--- src/rtl/sample_serializer_pkg.sv ---
// Shared audio constants for the I2S sample serializer.
package sample_serializer_pkg;

    localparam int SAMPLE_W   = 16;
    localparam int FRAME_BITS = 32;
    localparam int SLOT_BITS  = 16;
    localparam int BIT_CNT_W  = $clog2(FRAME_BITS);
    localparam int BIT_IDX_W  = $clog2(SLOT_BITS);

    // Bit of cur sent when entering slot position k: (-k) mod 16 covers
    // the left slot, the right slot and the delayed LSB at k = 0.
    function automatic logic [BIT_IDX_W-1:0] slot_bit_idx(input logic [BIT_CNT_W-1:0] k);
        return BIT_IDX_W'(0) - k[BIT_IDX_W-1:0];
    endfunction

endpackage

--- src/rtl/sample_serializer_bclk_gen.sv ---
// Bit-clock divider: toggles bclk every BCLK_DIV cycles and flags the 1->0 toggle.
module bclk_gen #(
    parameter int BCLK_DIV = 16
) (
    input  logic clk_i,
    input  logic rst_n_i,
    output logic bclk_o,
    output logic fall_o
);

    localparam int CNT_W = (BCLK_DIV > 2) ? $clog2(BCLK_DIV) : 1;
    localparam logic [CNT_W-1:0] CNT_MAX = CNT_W'(BCLK_DIV - 1);

    logic [CNT_W-1:0] div_cnt_q, div_cnt_d;
    logic             bclk_q, bclk_d;
    logic             wrap;

    always_comb begin
        wrap      = (div_cnt_q == CNT_MAX);
        div_cnt_d = wrap ? '0 : div_cnt_q + CNT_W'(1);
        bclk_d    = wrap ? ~bclk_q : bclk_q;
    end

    always_ff @(posedge clk_i or negedge rst_n_i) begin
        if (!rst_n_i) begin
            div_cnt_q <= '0;
            bclk_q    <= 1'b0;
        end else begin
            div_cnt_q <= div_cnt_d;
            bclk_q    <= bclk_d;
        end
    end

    assign bclk_o = bclk_q;
    // High in the cycle whose closing edge drives bclk low.
    assign fall_o = wrap & bclk_q;

endmodule

--- src/rtl/sample_serializer.sv ---
// Mono I2S serializer: one-entry holding register feeding a 32-bit frame,
// same sample in both slots, with overrun/underrun pulses.
module sample_serializer
    import sample_serializer_pkg::*;
#(
    parameter int BCLK_DIV = 16
) (
    input  logic                clk_in,
    input  logic                reset_in,
    input  logic [SAMPLE_W-1:0] data_in,
    input  logic                data_valid_in,
    output logic                bclk_out,
    output logic                lrclk_out,
    output logic                sdata_out,
    output logic                overrun_out,
    output logic                underrun_out
);

    logic                 fall;
    logic [BIT_CNT_W-1:0] bit_cnt_q, bit_cnt_d;
    logic [BIT_CNT_W-1:0] k;
    logic [SAMPLE_W-1:0]  cur_q, cur_d;
    logic [SAMPLE_W-1:0]  hold_q, hold_d;
    logic                 full_q, full_d;
    logic                 lrclk_q, lrclk_d;
    logic                 sdata_q, sdata_d;
    logic                 overrun_q, overrun_d;
    logic                 underrun_q, underrun_d;
    logic                 reload;

    bclk_gen #(.BCLK_DIV(BCLK_DIV)) u_bclk_gen (
        .clk_i   (clk_in),
        .rst_n_i (reset_in),
        .bclk_o  (bclk_out),
        .fall_o  (fall)
    );

    always_comb begin
        k          = bit_cnt_q + BIT_CNT_W'(1);
        reload     = fall && (k == '0);
        bit_cnt_d  = bit_cnt_q;
        cur_d      = cur_q;
        hold_d     = hold_q;
        full_d     = full_q;
        lrclk_d    = lrclk_q;
        sdata_d    = sdata_q;
        overrun_d  = 1'b0;
        underrun_d = 1'b0;

        if (fall) begin
            bit_cnt_d = k;
            lrclk_d   = (k >= BIT_CNT_W'(SLOT_BITS));
            sdata_d   = cur_q[slot_bit_idx(k)];
        end

        if (reload) begin
            if (full_q) begin
                cur_d  = hold_q;
                full_d = 1'b0;
            end else begin
                underrun_d = 1'b1;
            end
        end

        // full_d already reflects a same-cycle reload, so a coinciding strobe
        // refills the freed slot instead of counting as an overrun.
        if (data_valid_in) begin
            overrun_d = full_d;
            hold_d    = data_in;
            full_d    = 1'b1;
        end
    end

    always_ff @(posedge clk_in or negedge reset_in) begin
        if (!reset_in) begin
            bit_cnt_q  <= '1;
            cur_q      <= '0;
            hold_q     <= '0;
            full_q     <= 1'b0;
            lrclk_q    <= 1'b0;
            sdata_q    <= 1'b0;
            overrun_q  <= 1'b0;
            underrun_q <= 1'b0;
        end else begin
            bit_cnt_q  <= bit_cnt_d;
            cur_q      <= cur_d;
            hold_q     <= hold_d;
            full_q     <= full_d;
            lrclk_q    <= lrclk_d;
            sdata_q    <= sdata_d;
            overrun_q  <= overrun_d;
            underrun_q <= underrun_d;
        end
    end

    assign lrclk_out    = lrclk_q;
    assign sdata_out    = sdata_q;
    assign overrun_out  = overrun_q;
    assign underrun_out = underrun_q;

endmodule

--- config.mk ---
export PLATFORM = sky130hd
export DESIGN_NAME = sample_serializer
export DESIGN_NICKNAME = d
export VERILOG_FILES = /design/src/rtl/sample_serializer_pkg.sv /design/src/rtl/sample_serializer_bclk_gen.sv /design/src/rtl/sample_serializer.sv
export SDC_FILE = /design/constraint.sdc
export NUM_CORES = 1
export LEC_CHECK = 0
export CAP_MARGIN = 20
export CORE_UTILIZATION = 59
export DETAILED_ROUTE_END_ITERATION = 7
export PLACE_DENSITY = 0.8
export SYNTH_ARGS = -nofsm -noshare
export SYNTH_HDL_FRONTEND = slang
export SYNTH_HIERARCHICAL = 1
export SYNTH_SLANG_ARGS = --single-unit
--- constraint.sdc ---
create_clock -name clk_in -period 4.4 [get_ports clk_in]
set_input_delay 1.32 -clock clk_in [delete_from_list [all_inputs] [get_ports clk_in]]
set_output_delay 1.32 -clock clk_in [all_outputs]
set_load 0.05 [all_outputs]
* Word level (Yosys, flattened, before mapping)
Cells that the tools add are included.
Storage, ports and cells: bits in registers 47, latch bits 0, bits in writable memories 0, ROM bits 0, input bits 19, output and inout port bits 5, word-level logic and storage cells 29, memories kept 0
Cells by class: add/subtract/negate cells 3, multipliers 0, divide/modulo/power cells 0, $lt $le $gt $ge 2, equal/unequal tests 1, shifts and indexed selects 0, multiplexer cells 8, bitwise operators 2, reduce and logical (&&, ||, !) cells 3
Operators by type and width (number):
- 1-bit two-way mux | 6
- 5-bit by 1-bit adder with 5-bit output (second input constant) | 1
- 5-bit >= comparator (second input constant) | 1
- 5-bit logical NOT | 1
- 4-bit by 5-bit less-than comparator with 1-bit output (second input constant) | 1
- 4-bit by 1-bit adder with 4-bit output (second input constant) | 1
- 1-bit binary-select mux with 4-bit select | 1
- 4-bit == test (second input constant) | 1
- 4-bit two-way mux | 1
- 1-bit by 4-bit subtractor with 4-bit output (first input constant) | 1
- 2-bit AND reduction | 1
- 1-bit AND | 1
- 1-bit logical AND | 1
- 1-bit NOT | 1

* Depth between registers and ports, before layout
word-level depth 5, gate-level depth with buffers 8

* Modules after synthesis
Netlist, hierarchy kept.
Modules (own cells, without submodules):
- sample_serializer | times used 1, cells each 141, area each 1899.3 µm², seq. area each 1057.3 µm²
- bclk_gen | times used 1, cells each 17, area each 210.2 µm², seq. area each 125.1 µm²

* Worst setup path before layout
OpenSTA, ideal clock, no wires.
kind input -> register, start point input port data_valid_in, end point register hold_q[10], library setup time 0.125 ns, data arrival time 2.317 ns, data required time 4.275 ns, path slack 1.958 ns, stages 3, buffers on the path 2, cell sequence clkbuf_1 -> buf_1 -> mux2_2
RTL lines:
- start, declared | line sample_serializer.sv:11 | input logic data_valid_in,
- end signal, assigned | line sample_serializer.sv:87 | hold_q <= hold_d;
- end, declared | line sample_serializer.sv:23 | logic [SAMPLE_W-1:0] hold_q, hold_d;
No word-level cell between the ends.

* Worst setup path after layout
start point register u_bclk_gen.bclk_q, in the netlist u_bclk_gen/bclk_o, end point output port bclk_out
RTL lines:
- start, declared | line sample_serializer_bclk_gen.sv:15 | logic bclk_q, bclk_d;
- start signal, assigned | line sample_serializer_bclk_gen.sv:30 | bclk_q <= bclk_d;
- end, declared | line sample_serializer.sv:12 | output logic bclk_out,
No word-level cell between the ends.

==> summary.txt <==
Global routing
  • GRT overflow: 0
  • Total GRT Usage: 0.2325
  • Initial antenna violation count: 0
  • Global-route wire length before repair: a little over 6 mm
  • Largest net degree at the start of global routing: 48
  • Number of global-route vias before repair: around 1300

Finish
  • # nets final: roughly 200
  • Layout area overhead: 15.07%
  • Antenna cells: 0
  • Share of layout cells above drive strength 1: 0.2944

STA
  • Min Clock Period, post-route: 2925 ps
  • Slew of the pin with the lowest slew margin: 995.3 ps
  • Final setup viols: 0
  • Final period utilization: 0.6647
  • Final worst slack: between 1000 and 1500 ps
  • Fin Clk Skew: 21.31 ps
  • Hold Worst Slack: 490.8 ps
  • RSZ-0062 raised after global routing: false
  • Max-slew violations: 0
  • Fin. Hold Viols: 0
  • Fmax: 0.3419 GHz
  • Worst slew margin: 0.3365
  • Total negative slack: 0 ps

Drt
  • Total Wirelength: 3.810 mm
  • DR iter-0 viols: 65
  • Wire per inst: 16.86 µm
  • DRT antenna net count: 0
  • Via Count: 1312
  • 1st-pass router iterations: 4
  • DRC violations left: 0
  • Vias per cell: 5.805

Pwr
  • Internal power: 596.3 µW
  • Total net switching power: 172.8 µW
  • Lkg Pwr: 1.069 nW
  • Combinational share of power: 0.060
  • PD cells: 316.8 nW/µm²
  • Worst vdd rail ir drop: between 0.15 and 0.2 mV
  • Switch share: 0.2246
  • Sequential Power Share: 0.592
  • Clock network power share: 0.348

Critical path
  • CP bufs+invs: 1
  • CP max stage delay: 820 ps
  • Crit path max-delay family: buffers and inverters
  • Crit path max fanout: 3
  • CP max stage cell: clkdlybuf4s50_1
  • Worst path cell trace: clkdlybuf4s50_1
  • Startpoint Class: flip-flop
  • Critical Path Sink Type: output port
  • CP Class: flip-flop to output port
  • Endpoint required time on the critical path: 3080 ps
  • CP arrival: 1600 ps

Floorplan
  • I/O pin total: 24
  • Die H: 61.80 µm
  • Core Area: 3390 µm²
  • DIE WIDTH: 61.80 µm
  • Die ar.: 3819 µm²
  • Row count: 21
  • Starting density of the core: 0.6224

CTS
  • Root buffer selected by CTS: clkbuf_4
  • Post-CTS Setup Inserts: 0
  • CTS tree: done
  • Post_cts resized: 0
  • Hold_buf cts: 0
  • Clock tree buffer depth: 2
  • Total CTS buffers: 5
  • Depth of the CTS H-tree: 2
  • Insertion delay to the later sink of the worst-skew pair: 380 ps
  • Clk slew on worst S/H paths: 140 ps
  • Sink Count: 47

Run status
  • Outcome: completed

Placement
  • DP HPWL: 2.614 mm
  • Placer's final routability congestion estimate: ~0.87
  • Port Buffers: 23
  • Pre-CTS setup slack: 1492 ps

Logic synthesis
  • Sequential share of the synthesized area: 0.5605
  • Top cell type's share of synthesized area: 0.4982
  • Mean Syn Cell Area: about 13 µm²
  • Mapped Cells: 158
  • Area contributors post-synth: dfrtp_1 50%, mux2_2 18%, dfstp_2 6.2%
  • Mapped Area: 2110 µm²
  • Syn nets: 180
  • Yosys cell types: 33
  • Post-synth top area cell: dfrtp_1
  • Yosys warns: 6
  • Seq cells post-synth: 47

Hold path
  • Hold/Removal Path Class: flip-flop to flip-flop

Job
  • Max Cap Violations: 0
==> layer usage <==
metal,wire length (µm),vias up,GRT usage,share of wire
li1,-,608,-,-
met1,1654,664,0.2808,0.43
met2,1942,34,0.3840,0.51
met3,137,6,0.06832,0.036
met4,76,0,0.1111,0.020
met5,0,-,0,0
==> state kept, by name (all words and copies together), names as in the netlist <==
signal and count:
u_bclk_gen/div_cnt_q 4, cur_q 16, bit_cnt_q 5, sdata_out 1, lrclk_out 1, overrun_out 1, underrun_out 1, u_bclk_gen/bclk_o 1
full_q 1, hold_q 16
==> metrics by stage <==
step                      utilization  total power [mW]  cell area (µm²)  instances
after floorplan                     -            0.4802             2110        158
after global placement         0.6914            0.5061             2344        218
after detailed placement       0.6914            0.5104             2344        218
after CTS                      0.7161            0.7740             2427        226
after global routing           0.7161            0.8000             2427        226
final                          0.7161            0.7691             2427        226
==> final timing paths <==
path	startpoint	to	slack (ps)	depth (start not counted)
max in group asynchronous	reset_in	u_bclk_gen/div_cnt_q[0]$_DFF_PN0_	2680	1
worst min register to register	full_q$_DFF_PN0_	underrun_out$_DFF_PN0_	490	1
worst min-delay path	full_q$_DFF_PN0_	underrun_out$_DFF_PN0_	490	1
min in group asynchronous	reset_in	full_q$_DFF_PN0_	1080	1
worst max-delay path	u_bclk_gen/bclk_o$_DFFE_PN0N_	bclk_out	1480	1
worst max register to register	bit_cnt_q[0]$_DFFE_PN1P_	cur_q[2]$_DFFE_PN0P_	1530	6
==> cell usage after synthesis (all sizes together) <==
cell	count
a21o	1
a21oi	2
a311o	1
a31oi	1
a32o	1
a41oi	1
and2	1
and2b	1
and3	2
and3b	1
and4b	1
buf	6
clkbuf	3
dfrtp	42
dfstp	5
ha	3
inv	4
mux2	34
mux4	4
nand2	9
nand3	5
nand4	2
nor2	4
nor2b	1
nor3	4
nor4	6
o21ai	2
o22ai	1
xnor2	5
xor2	5
==> cell type report <==
cell class,count,area (µm²)
Clock buffer,5,37.54
Clock inverter,3,46.29
Fill cell,235,962.2
Inverter,4,15.01
Multi-Input combinational cell,98,863.3
Sequential cell,47,1182
Tap cell,46,57.56
Timing Repair Buffer,23,225.2
==> cells by family (layout without fill, tap and decap cells) <==
logic type / after synthesis / after routing / share of synthesized area
buf+inv: 13 / 35 / 0.03024
fa+ha+maj: 3 / 3 / 0.01780
xor+xnor: 10 / 10 / 0.04152
simple gates: 37 / 37 / 0.09312
mux: 38 / 38 / 0.2242
compound gates: 10 / 10 / 0.03263
flops: 47 / 47 / 0.5605
==> placed cells by master, fill, tap and decap left out, types with 5 or more instances in the layout <==
master            n
dfrtp_1          42
mux2_2           34
clkdlybuf4s50_1  22
nand2_1           9
nor4_1            6
nand3_1           5
xor2_1            5
xnor2_1           5
dfstp_2           5
clkbuf_4          5
==> power by group through the flow <==
stage                     registers, mW  clock network (mW)  logic [mW]
after global routing              0.458               0.292      0.0501
after global placement            0.462                   0      0.0442
final                             0.455               0.268      0.0458
after detailed placement          0.464                   0      0.0468
after floorplan                   0.462                   0      0.0183
after CTS                         0.456               0.271      0.0468
No activity file was read; power rests on OpenSTA's default activity.
